File: src/rtl/seq_det_pkg.sv
// Shared types and helpers for the programmable serial-pattern detector.
package seq_det_pkg;

  localparam int unsigned PAT_W_DEF = 8;
  localparam int unsigned CNT_W_DEF = 8;
  localparam int unsigned MASK_MAX  = 64;

  typedef enum logic [1:0] {
    S_IDLE = 2'b00,
    S_RUN  = 2'b01,
    S_DONE = 2'b10
  } state_t;

  // Returns a vector with the low `len` bits set.
  function automatic logic [MASK_MAX-1:0] len_mask(input int unsigned len);
    logic [MASK_MAX-1:0] m;
    m = '0;
    for (int unsigned i = 0; i < MASK_MAX; i++) begin
      m[i] = (i < len);
    end
    return m;
  endfunction

endpackage

File: src/rtl/seq_match_core.sv
// History shift register, fill counter and masked pattern compare.
module seq_match_core
  import seq_det_pkg::*;
#(
  parameter int PAT_W = PAT_W_DEF,
  parameter int LEN_W = $clog2(PAT_W + 1)
) (
  input  logic             clk,
  input  logic             clr_n,
  input  logic             shift,
  input  logic             clr_hist,
  input  logic             x,
  input  logic [PAT_W-1:0] pat,
  input  logic [LEN_W-1:0] len,
  output logic             match
);

  logic [PAT_W-1:0] hist_q, hist_d, hist_new, mask;
  logic [LEN_W-1:0] fill_q, fill_d;
  logic [LEN_W:0]   fill_inc;
  logic             full;

  assign hist_new = {hist_q[PAT_W-2:0], x};
  assign mask     = PAT_W'(len_mask(32'(len)));
  assign fill_inc = {1'b0, fill_q} + (LEN_W+1)'(1);
  assign full     = (fill_inc >= {1'b0, len});
  // Match is judged on the history as it will be after this bit shifts in.
  assign match    = shift && full && ((hist_new & mask) == (pat & mask));

  always_comb begin
    hist_d = hist_q;
    fill_d = fill_q;
    if (clr_hist) begin
      hist_d = '0;
      fill_d = '0;
    end else if (shift) begin
      hist_d = hist_new;
      fill_d = full ? len : fill_inc[LEN_W-1:0];
    end
  end

  always_ff @(posedge clk or negedge clr_n) begin
    if (!clr_n) begin
      hist_q <= '0;
      fill_q <= '0;
    end else begin
      hist_q <= hist_d;
      fill_q <= fill_d;
    end
  end

endmodule

File: src/rtl/seq_det_ctrl.sv
// Programmable serial-pattern detection controller: config, run FSM, hit counting.
// Define OVERLAP_EN to keep history across a match (overlapping detection).
module seq_det_ctrl
  import seq_det_pkg::*;
#(
  parameter int PAT_W = PAT_W_DEF,
  parameter int CNT_W = CNT_W_DEF,
  parameter int LEN_W = $clog2(PAT_W + 1)
) (
  input  logic             clk,
  input  logic             clr_n,
  input  logic             cfg_we,
  input  logic [PAT_W-1:0] cfg_pat,
  input  logic [LEN_W-1:0] cfg_len,
  input  logic [CNT_W-1:0] cfg_target,
  input  logic             start,
  input  logic             abort,
  input  logic             x_valid,
  input  logic             x,
  output logic             busy,
  output logic             hit,
  output logic [CNT_W-1:0] hit_cnt,
  output logic             done,
  output logic             cfg_err
);

  state_t           state_q, state_d;
  logic [PAT_W-1:0] pat_q, pat_d;
  logic [LEN_W-1:0] len_q, len_d;
  logic [CNT_W-1:0] target_q, target_d;
  logic [CNT_W-1:0] cnt_q, cnt_d, cnt_inc;
  logic             hit_q, hit_d;
  logic             err_q, err_d;
  logic             len_ok, shift, clr_hist, match;

  assign len_ok  = (cfg_len != '0) && (int'(cfg_len) <= PAT_W);
  assign cnt_inc = (&cnt_q) ? cnt_q : cnt_q + CNT_W'(1);

  seq_match_core #(
    .PAT_W (PAT_W),
    .LEN_W (LEN_W)
  ) u_core (
    .clk      (clk),
    .clr_n    (clr_n),
    .shift    (shift),
    .clr_hist (clr_hist),
    .x        (x),
    .pat      (pat_q),
    .len      (len_q),
    .match    (match)
  );

  always_comb begin
    state_d  = state_q;
    pat_d    = pat_q;
    len_d    = len_q;
    target_d = target_q;
    cnt_d    = cnt_q;
    hit_d    = 1'b0;
    err_d    = 1'b0;
    shift    = 1'b0;
    clr_hist = 1'b0;
    case (state_q)
      S_IDLE, S_DONE: begin
        if (cfg_we) begin
          if (len_ok) begin
            pat_d    = cfg_pat;
            len_d    = cfg_len;
            target_d = cfg_target;
          end else begin
            err_d = 1'b1;
          end
        end
        // A same-cycle write decides start: illegal write blocks it, legal one supplies len.
        if (start) begin
          if (cfg_we ? !len_ok : (len_q == '0)) begin
            err_d = 1'b1;
          end else begin
            state_d  = S_RUN;
            cnt_d    = '0;
            clr_hist = 1'b1;
          end
        end
      end
      S_RUN: begin
        err_d = cfg_we;
        if (abort) begin
          state_d = S_IDLE;
        end else if (x_valid) begin
          shift = 1'b1;
          if (match) begin
            hit_d = 1'b1;
            cnt_d = cnt_inc;
`ifdef OVERLAP_EN
            clr_hist = 1'b0;
`else
            clr_hist = 1'b1;
`endif
            if ((target_q != '0) && (cnt_inc == target_q)) begin
              state_d = S_DONE;
            end
          end
        end
      end
      default: state_d = S_IDLE;
    endcase
  end

  always_ff @(posedge clk or negedge clr_n) begin
    if (!clr_n) begin
      state_q  <= S_IDLE;
      pat_q    <= '0;
      len_q    <= '0;
      target_q <= '0;
      cnt_q    <= '0;
      hit_q    <= 1'b0;
      err_q    <= 1'b0;
    end else begin
      state_q  <= state_d;
      pat_q    <= pat_d;
      len_q    <= len_d;
      target_q <= target_d;
      cnt_q    <= cnt_d;
      hit_q    <= hit_d;
      err_q    <= err_d;
    end
  end

  assign busy    = (state_q == S_RUN);
  assign done    = (state_q == S_DONE);
  assign hit     = hit_q;
  assign hit_cnt = cnt_q;
  assign cfg_err = err_q;

endmodule
File: config.mk
export PLATFORM = sky130hd
export DESIGN_NAME = seq_det_ctrl
export DESIGN_NICKNAME = d
export VERILOG_FILES = /design/src/rtl/seq_det_pkg.sv /design/src/rtl/seq_match_core.sv /design/src/rtl/seq_det_ctrl.sv
export SDC_FILE = /design/constraint.sdc
export NUM_CORES = 1
export LEC_CHECK = 0
export BUFFER_PORTS_ARGS = -buffer_cell sky130_fd_sc_hd__clkbuf_2
export CAP_MARGIN = 0
export CORE_MARGIN = 2
export CORE_UTILIZATION = 55
export CTS_BUF_LIST = sky130_fd_sc_hd__clkbuf_16
export DETAILED_ROUTE_END_ITERATION = 16
export GPL_ROUTABILITY_DRIVEN = 0
export PLACE_DENSITY = 0.78
export SLEW_MARGIN = 10
export SYNTH_ARGS = -nofsm -noshare
export SYNTH_HDL_FRONTEND = slang
export SYNTH_SLANG_ARGS = --single-unit
File: constraint.sdc
create_clock -name clk -period 4.4 [get_ports clk]
set_clock_uncertainty 0.15 [all_clocks]
set_input_delay 0.22 -clock clk [delete_from_list [all_inputs] [get_ports clk]]
set_output_delay 0.22 -clock clk [all_outputs]
set_load 0.05 [all_outputs]
# Word level (Yosys, flattened, before mapping)

Index checks and enable logic that the tools add are counted.

Register bits after elaboration: 43
Bits in latches: 0
Memory bits (writable): 0
Bits in read-only memories: 0
Output and inout port bits: 12
Logic and storage cells: 86
Memories kept: 0

Add/subtract/negate cells: 2
Multipliers: 0
Divide/modulo/power cells: 0
Order comparisons: 10
Equality and inequality tests: 12
Shift operators: 0
Multiplexer cells: 35
Bitwise gates (word level): 2
Reductions and logical operators: 16

Operators with widths:

| kind                | count |
|---|---|
| $mux 8              | 6 |
| $and 8x8->8         | 2 |
| $eq 8x8->1          | 2 |
| $lt 3x4->1 const A  | 4 |
| $pmux 8 s2          | 1 |
| $mux 1              | 14 |
| $mux 7              | 2 |
| $mux 2              | 6 |
| $mux 4              | 3 |
| $add 8x1->8 const B | 1 |
| $lt 1x4->1 const A  | 2 |
| $lt 2x4->1 const A  | 2 |
| $ne 2x2->1 const B  | 4 |
| $reduce_and 8->1    | 1 |
| $reduce_bool 8->1   | 1 |
| $ne 3x2->1 const B  | 2 |
| $reduce_and 6->1    | 1 |
| $add 4x1->5 const B | 1 |
| $ge 5x4->1          | 1 |
| $reduce_and 5->1    | 1 |
| $le 4x4->1 const B  | 1 |
| $logic_and 1x1->1   | 4 |
| $logic_not 4->1     | 1 |
| $pmux 1 s2          | 2 |
| 11 further kinds    | 12 |

# Longest topological paths before layout

Gate-level depths: netlist of the first run.

Word-level depth: 10
Depth in mapped cells: 11
Mapped depth without buffers: 10

# Modules after synthesis

A second synthesis of the first run with hierarchy kept.

Cells, all modules: 256
Area total of the unflattened synthesis: 2613.8 um^2

By module, submodules not included:

| module         | times used | cells an instance | area each (um^2) | seq. area each (um^2) |
|---|---|---|---|---|
| seq_det_ctrl   | 1          | 174               | 1809.2           | 800.8 |
| seq_match_core | 1          | 82                | 804.5            | 275.3 |

# Worst setup path after synthesis of the first run

OpenSTA, ideal clock, no wires.

Path type: flip-flop to flip-flop
Start: reg u_core.fill_q[0]
End: reg cnt_q[5], in the netlist hit_cnt[5]
Setup time: 68 ps
Arrival time: 2533 ps
Data required time: 4182 ps
Path slack: 1649 ps
Cell stages (with the launch flop): 12
Path buffers: 1
Clock period less this slack: 2751 ps
Cell sequence: dfrtp_1 ha_1 xor2_1 ha_1 o21a_1 nor2_1 o21ai_1 o2111ai_2 and2_1 buf_6 or4_1 nand2_1

Word-level cells in the longest chain between the ends: 6

RTL lines:

| item                              | RTL line             | RTL |
|---|---|---|
| start, declared                   | seq_match_core.sv:19 | `logic [LEN_W-1:0] fill_q, fill_d;` |
| start signal, assigned            | seq_match_core.sv:48 | `fill_q <= fill_d;` |
| $add 4x1->5                       | seq_match_core.sv:25 | `assign fill_inc = {1'b0, fill_q} + (LEN_W+1)'(1);` |
| $ge 5x4->1                        | seq_match_core.sv:26 | `assign full = (fill_inc >= {1'b0, len});` |
| $logic_and 1x1->1 (2 in a row)    | seq_match_core.sv:28 | `assign match = shift && full && ((hist_new & mask) == (pat & mask));` |
| $ne 2x1->1 (no source line)       | -                    |  |
| $reduce_and 6->1 (no source line) | -                    |  |
| end signal, assigned              | seq_det_ctrl.sv:123  | `cnt_q <= cnt_d;` |
| end, declared                     | seq_det_ctrl.sv:31   | `logic [CNT_W-1:0] cnt_q, cnt_d, cnt_inc;` |

No other way between the ends.
A chain may end at the register's enable or synchronous reset.

# Worst setup path in the final report of the first run

Start: reg u_core.fill_q[0]
End: reg cnt_q[0], in the netlist hit_cnt[0]

The elaborated chain is that of the path after synthesis.

==> impl_results.md, run 1 <==
* Status: complete, but fails checks
* Failing checks: negative hold slack
* Vias in the first global route at 1,861
* Period utilisation layout at 0.734
* Synthesized Nets at around 280
* Clk buf depth at 2
* Worst setup margin at 1.17 ns
* Primary flip-flop cell chosen by synthesis mapping: dfrtp_1
* Post-place setup slack at about 1.3 ns
* Sum Neg Setup Slack at 0 ns
* Final Max Slew Viols at 0
* Root Driver: clkbuf_16
* Avg WL per Cell at about 15 um
* RR Startpoint: u_core.fill_q[0]
* Post-Syn Instances at 251
* Distinct cell type count of the synthesized netlist at 45
* Ports at 39
* Chip height at 70.4 um
* R2R setup slack at 1.17 ns
* Startpoint class of the critical path: flop
* DRT iter0 DRCs at 185
* First-pass GRT wire length at ~8700 um
* VDD IR-drop max at approximately 0.29 mV
* Die ar. at 4960 sq um
* Grt ovf at 0
* Rows at 24
* Cells on worst reg2reg path at 10
* Final hold vios at 43
* Asr flop ratio synth at 1.00
* Via density at 5.93
* Total CTS buffers at 5
* Pwr/cell area at 508 nW/um^2
* Worst-path fanout max at 15
* DRT Wirelength at just over 5000 um
* Initial DRT Pass Iterations at 4
* Relative slew slack at 0.307
* Tot GR Track Use at 0.225
* Synth Warn # at 0
* I/O Buffers at 38
* Dpl hpwl at 3730 um
* Tmin final at approximately 3.2 ns
* Layout cells sized above 1 at 0.237
* Post-CTS setup buffers at 0
* CP arrival at 3.26 ns
* Clock Pin Slew Worst Setup and Hold Paths at 0.06 ns
* Core outline area at about 4300 sq um
* Synth Register Bits at 43
* Final setup viols at 0
* Seq/Total Area, Yosys at 0.444
* Worst reg2reg endpoint: hit_cnt[0]
* N_diodes at 0
* Fillers at 372
* Worst Tran Pin Value at 1.04 ns
* Largest net degree at the start of global routing at 44
* Initial Util at 0.565
* Die Width at ~70 um
* RSZ-0062 raised after global routing: no
* EDFF count, synth at 0
* Routed via count at approximately 2.0k
* Synthesized area at 2430 sq um
* CTS Hold Bufs at 2
* Mean post-synth cell area at 9.67 sq um
* Hold Slack at -0.0574 ns
* CP required at approximately 4.4 ns
* CTS H-tree depth at 2
* Detail Route Antenna Nets at 0
* Worst Hold Class: in -> async
* MaxCap Viol Count at 0
* Clk Latency, worst-skew pair at 0.29 ns
* Worst setup path class: reg -> reg
* Nets@finish at about 320
* Cts repair resizes at 0
* Non-Filler Instances at 343
* Placed instance count at between 300 and 400
* TritonCTS clock tree: done
* Pleak at between 1 and 1.5 nW
* Drt drc at 0
* Setup crit end kind: flop
* Achievable Freq at a little over 300 MHz
* Clk sinks at 43
* Initial antenna violation count at 0
* Area Growth Syn to Fin at 15.6%
[sequential cells by signal (all words and copies together) (netlist names)]
name	flops
cfg_err	1
u_core.fill_q	4
u_core.hist_q	7
pat_q	8
hit	1
state_q	2
target_q	8
hit_cnt	8
len_q	4
[layout make-up]
type,count,area [sq um],share of cell area
multi-input combinational,187,1250,0.446
timing repair buffer,41,218,0.0776
clock buffer,5,125,0.0446
clock inverter,3,23.8,0.00848
tap,52,65.1,0.0232
inverter,12,45.0,0.0161
sequential,43,1080,0.384
[worst max-delay path by stage]
stage                     startpoint         end  slack (ns)  depth (start not counted)
finish              u_core.fill_q[0]  hit_cnt[0]        1.17                         10
global route        u_core.fill_q[0]  hit_cnt[0]        0.96                          8
CTS                 u_core.fill_q[0]  hit_cnt[0]        1.20                         10
detailed placement  u_core.fill_q[0]  hit_cnt[0]        1.29                         10
global placement    u_core.fill_q[0]  hit_cnt[0]        1.40                         10
floorplan           u_core.fill_q[0]  hit_cnt[5]        1.65                         11
[per-stage QoR]
step / utilization / total power [W] / instance area [sq um]
6_report: 0.653 / 0.00142 / 2800
5_1_grt: 0.653 / 0.00150 / 2800
4_1_cts: 0.653 / 0.00143 / 2800
3_5_place_dp: 0.614 / 0.00104 / 2640
3_3_place_gp: 0.614 / 0.00103 / 2640
2_1_floorplan: - / 0.000925 / 2430
[per-layer routing]
| layer | vias up | global-route usage | wire (um) |
|---|---|---|---|
| met5 | - | 0 | 0 |
| met4 | 0 | 0.0897 | 103 |
| met3 | 10 | 0.0563 | 412 |
| met2 | 90 | 0.333 | 2310 |
| met1 | 955 | 0.316 | 2340 |
| li1 | 980 | - | - |
[report_power, final]
group,switching [W],internal [W]
sequential,0.0000955,0.000484
clock,0.000162,0.000212
combinational,0.000263,0.000207
total,0.000520,0.000903
[cell usage in the layout, fill, tap and decap left out, types with 2 or more instances in the layout]
master         count
dfrtp_1           43
clkbuf_2          38
nand2_1           33
a21oi_1           19
nor2_1            18
mux2_2            17
o21ai_0           13
inv_1             12
xnor2_1           10
nand3_1            9
xor2_1             8
ha_1               6
nor3_1             5
a31oi_1            5
clkbuf_16          5
a211oi_1           4
and3_1             3
and4_1             3
a22oi_1            2
nand2b_1           2
o21a_1             2
a22o_1             2
mux2i_1            2
or4_1              2
nor4_1             2
a21o_1             2
clkinvlp_4         2
dlygate4sd3_1      2
[critical path, stage by stage (launching register included)]
cell	delay (ns)
dfrtp_1	0.43
ha_1	0.27
xor2_1	0.16
ha_1	0.28
o21a_1	0.11
nor2_1	0.05
o21ai_1	0.41
o2111ai_2	0.25
nand2_1	0.44
o21ai_0	0.26
mux2_2	0.31
[kinds of logic after synthesis]
| family | share of synthesized area |
|---|---|
| flip-flops | 0.444 |
| XOR/XNOR | 0.0650 |
| AO/OA/AOI/OAI | 0.174 |
| AND/OR/NAND/NOR | 0.159 |
| multiplexers | 0.0872 |
| buffers and inverters | 0.0407 |
| adder cells (fa/ha/maj) | 0.0309 |
[cell usage after synthesis (3+ instances only)]
library cell / count / area, sq um
a21oi_1: 19 / 95.1
nand3_1: 9 / 45.0
clkbuf_1: 6 / 22.5
nor3_1: 5 / 25.0
and4_1: 3 / 26.3
and3_1: 3 / 18.8
o21ai_0: 13 / 65.1
mux2_2: 17 / 191
inv_1: 12 / 45.0
a31oi_1: 5 / 31.3
ha_1: 6 / 75.1
a211oi_1: 4 / 30.0
xnor2_1: 10 / 87.6
dfrtp_1: 43 / 1080
nand2_1: 33 / 124
xor2_1: 8 / 70.1
nor2_1: 18 / 67.6
(Power assumes the default switching activity.)
==> inputs of run 2 (changes only) <==
--- a/config.mk
+++ b/config.mk
@@ -5,6 +5,7 @@
 export SDC_FILE = /design/constraint.sdc
 export NUM_CORES = 1
 export LEC_CHECK = 0
+export ABC_AREA = 1
 export BUFFER_PORTS_ARGS = -buffer_cell sky130_fd_sc_hd__clkbuf_2
 export CAP_MARGIN = 0
 export CORE_MARGIN = 2
@@ -12,7 +13,7 @@
 export CTS_BUF_LIST = sky130_fd_sc_hd__clkbuf_16
 export DETAILED_ROUTE_END_ITERATION = 16
 export GPL_ROUTABILITY_DRIVEN = 0
-export PLACE_DENSITY = 0.78
+export PLACE_DENSITY = 0.77
 export SLEW_MARGIN = 10
 export SYNTH_ARGS = -nofsm -noshare
 export SYNTH_HDL_FRONTEND = slang
==> constraint.sdc (replaced) <==
create_clock -name clk -period 3.14 [get_ports clk]
set_clock_uncertainty 0.15 [all_clocks]
set_input_delay 0.157 -clock clk [delete_from_list [all_inputs] [get_ports clk]]
set_output_delay 0.157 -clock clk [all_outputs]
set_load 0.05 [all_outputs]
==> run 2 against run 1 <==
The flow still finishes with violations (negative hold slack); hold slack improved by 0.054 ns; register-to-register slack got worse by 0.40 ns; sequential power rose by 40%; wire length rose by 16%; count of clock-buffer cells in the layout did not move; clock power rose by 30%; setup slack got worse by 0.40 ns; largest cell class unchanged; die area rose by 5.6%; utilization rose by 4.9 points; combinational power rose by 88%; via count rose by 18%.
==> impl_results.md, run 2 <==
* Mean post-synth cell area at 7.68 sq um (-21%)
* P_int at 0.00129 W (+43%)
* Hold_sp: cfg_len[1]
* I/O Buffers at 38 (unchanged)
* Routed via count at 2,405 (+18%)
* Rows at 24 (unchanged)
* Distinct cell type count of the synthesized netlist at 30 (-33%)
* Count leader, synth: nand2_1
* Nets@finish at 425 (+32%)
* Ports at 39 (unchanged)
* VDD IR-drop max at 0.483 mV (+65%)
* Avg WL per Cell at 13.5 um (-10%)
* Setup crit end kind: flop
* Via density at 5.40 (-8.9%)
* CP arrival at 2.38 ns (-0.88 ns)
* N_diodes at 0 (unchanged)
* Pwr/cell area at 704 nW/um^2 (+39%)
* Worst reg2reg endpoint: hit_cnt[5]
* Yosys top cell area share at 0.418 (-0.0250)
* Synth Register Bits at 43 (unchanged)
* Cells on worst reg2reg path at 10 (unchanged)
* Worst Tran Pin Value at 0.960 ns (-0.0788 ns)
* Period utilisation layout at 0.756 (+0.0220)
* Startpoint class of the critical path: flop
* Tmin final at 2.38 ns (-0.856 ns)
* Worst path bufs/invs at 0 (unchanged)
* EDFF count, synth at 0 (unchanged)
* Crit-path max cell delay at 0.42 ns (-0.02 ns)
* Final setup viols at 0 (unchanged)
* DRT iter0 DRCs at 226 (+22%)
* Seq/Total Area, Yosys at 0.418 (-0.0250)
* Die Width at 72.4 um (+2.8%)
* Clock Pin Slew Worst Setup and Hold Paths at 0.06 ns (about the same)
* Initial Util at 0.582 (+0.0175)
* Pleak at 1.57 nW (+23%)
* Worst setup path class: reg -> reg
* DRT Wirelength at 6010 um (+16%)
* Asr flop ratio synth at 1.00 (unchanged)
* Sw frac at 0.409 (+0.0433)
* Primary flip-flop cell chosen by synthesis mapping: dfrtp_1
* TritonCTS clock tree: done
* Combinational power share at 0.406 (+0.076)
* Crit path from: u_core.fill_q[0]
* Core outline area at 4410 sq um (+2.8%)
* Detail Route Antenna Nets at 0 (unchanged)
* Most frequent cells after synthesis: nand2_1 (82), dfrtp_1 (43), inv_1 (37)
* Fillers at 350 (-5.9%)
* Total CTS buffers at 5 (unchanged)
* Share of power burned in registers at 0.372 (-0.035)
* Failing checks: negative hold slack
* Tot GR Track Use at 0.246 (+0.0214)
* Post-CTS setup buffers at 0 (unchanged)
* Die ar. at 5240 sq um (+5.6%)
* Largest net degree at the start of global routing at 44 (unchanged)
* Synth area leader: dfrtp_1
* Root Driver: clkbuf_16
* Area Growth Syn to Fin at 20.5%
* Placed instance count at 419 (+26%)
* Hold Slack at -0.00329 ns (+0.0541 ns)
* Dpl hpwl at 4050 um (+8.6%)
* Hold Path Sink: len_q[1]
* CTS H-tree depth at 2 (unchanged)
* First-pass GRT wire length at 10,000 um (+15%)
* RR Startpoint: u_core.fill_q[0]
* Area contributors post-synth: dfrtp_1 (42%), nand2_1 (12%), nand3_1 (6.2%)
* R2R setup slack at 0.76 ns (-0.40 ns)
* Worst hold path cell count at 3
* Achievable Freq at 421 MHz (+36%)
* Commonest non-fill, non-tap cell in the layout: nand2_1
* Worst-path fanout max at 25 (+10)
* Clk Latency, worst-skew pair at 0.28 ns (about the same)
* Non-Filler Instances at 445 (+30%)
* Clk sinks at 43 (unchanged)
* Drt drc at 0 (unchanged)
* Largest delay contributor family on the critical path: simple AND/OR/NAND/NOR gates
* Synthesized area at 2570 sq um (+6.0%)
* Final hold vios at 1 (-98%)
* Critical Path, Cell by Cell: ha_1, xor2_1, ha_1, a21oi_1, nand3b_1, nand4_4, nand2_4, nand2_4, nand4_1, o21ai_1
* Status: complete, but fails checks
* Post-Syn Instances at 335 (+33%)
* Initial antenna violation count at 0 (unchanged)
* Grt ovf at 0 (unchanged)
* Final Max Slew Viols at 0 (unchanged)
* Layout cells sized above 1 at 0.178 (-0.0590)
* Relative slew slack at 0.360 (+0.0526)
* Register Area at 1080 sq um (unchanged)
* CP required at 3.15 ns (-1.28 ns)
* RSZ-0062 raised after global routing: no
* Initial DRT Pass Iterations at 5 (+1)
* Most frequent cells in the layout: nand2_1 (82), dfrtp_1 (43), inv_1 (38), clkbuf_2 (37), nand3_1 (32)
* NetSw at 0.000892 W (+71%)
* Clock share of power at 0.222 (-0.041)
* Sum Neg Setup Slack at 0 ns (unchanged)
* CP max stage cell: dfrtp_1
* Chip height at 72.4 um (+2.8%)
* Worst Hold Class: in -> reg
* Vias in the first global route at 2,207 (+19%)
* MaxCap Viol Count at 0 (unchanged)
* Synth Warn # at 0 (unchanged)
* Synthesized Nets at 368 (+30%)
* Area of the multi-input gates at 1270 sq um (+1.9%)
* Clk buf depth at 2 (unchanged)
==> run 2: changes by cell type in the layout (fill, tap and decap cells not counted), sizes merged, moves of 6 or more <==
cell / before / now
nand3: 9 / 35
nor2: 18 / 36
nand4: 1 / 10
nand2: 33 / 88
mux2: 17 / 6
dlygate4sd3: 2 / 18
inv: 13 / 43
a21oi: 19 / 25
==> run 2: logic make-up after synthesis <==
group,synth area share
AOI/OAI and AO/OA,0.0973
and+or+nand+nor,0.312
muxes,0.0263
adders and majority gates,0.0292
buffers and inverters,0.0856
DFF,0.418
xor gates and xnor gates,0.0307
==> run 2: worst max path at each step <==
stage / to / slack, ns / cells after the start
floorplan: u_core.fill_q[0] / 0.96 / 10
global placement: hit_cnt[6] / 0.88 / 10
detailed placement: hit_cnt[5] / 0.78 / 10
CTS: hit_cnt[5] / 0.77 / 10
global route: hit_cnt[5] / 0.58 / 10
finish: hit_cnt[5] / 0.76 / 10
==> run 2: power groups by stage <==
stage	clock network [W]	logic (W)	registers, W
3_3_place_gp	0	0.000835	0.000809
4_1_cts	0.000492	0.000881	0.000806
5_1_grt	0.000518	0.000991	0.000829
6_report	0.000485	0.000885	0.000812
2_1_floorplan	0	0.000636	0.000838
3_5_place_dp	0	0.000860	0.000814
==> run 2: through the flow <==
stage	total power, W	area (sq um)	setup WS [ns]	hold slack (ns)	util
floorplan	0.00147	2570	0.960	-0.289	-
global placement	0.00164	2780	0.881	0.240	0.630
detailed placement	0.00167	2780	0.776	0.244	0.630
CTS	0.00218	3100	0.766	0.00496	0.702
global route	0.00234	3100	0.584	0.0192	0.702
finish	0.00218	3100	0.765	-0.00329	0.702
==> run 2: worst min-delay path: cells and delay by family <==
| family | cells | cell delay [ns] |
|---|---|---|
| buffers and inverters | 2 | 0.14 |
| AOI/OAI and AO/OA | 1 | 0.08 |
==> run 2: area by class of cell <==
cell class	instances	area share
clock buffers	5	0.0404
clock inverters	3	0.00363
inverters	45	0.0545
multi-input cells	240	0.411
flip-flops and latches	43	0.347
well taps	52	0.0210
repair buffers	57	0.122
==> run 2: what timing repair did <==
action / in CTS / in global routing
hold endpoints to repair: 60 / 0
hold buffers: 18 / 0
resized for setup: 0 / 0
==> run 2: per-layer routing <==
layer	part of all wire	GRT usage	vias to the layer above	routed length (um)
met5	0	0	-	0
met3	0.064	0.0472	11	383
li1	-	-	1195	-
met2	0.47	0.389	99	2820
met1	0.45	0.345	1100	2710
met4	0.017	0.0782	0	101
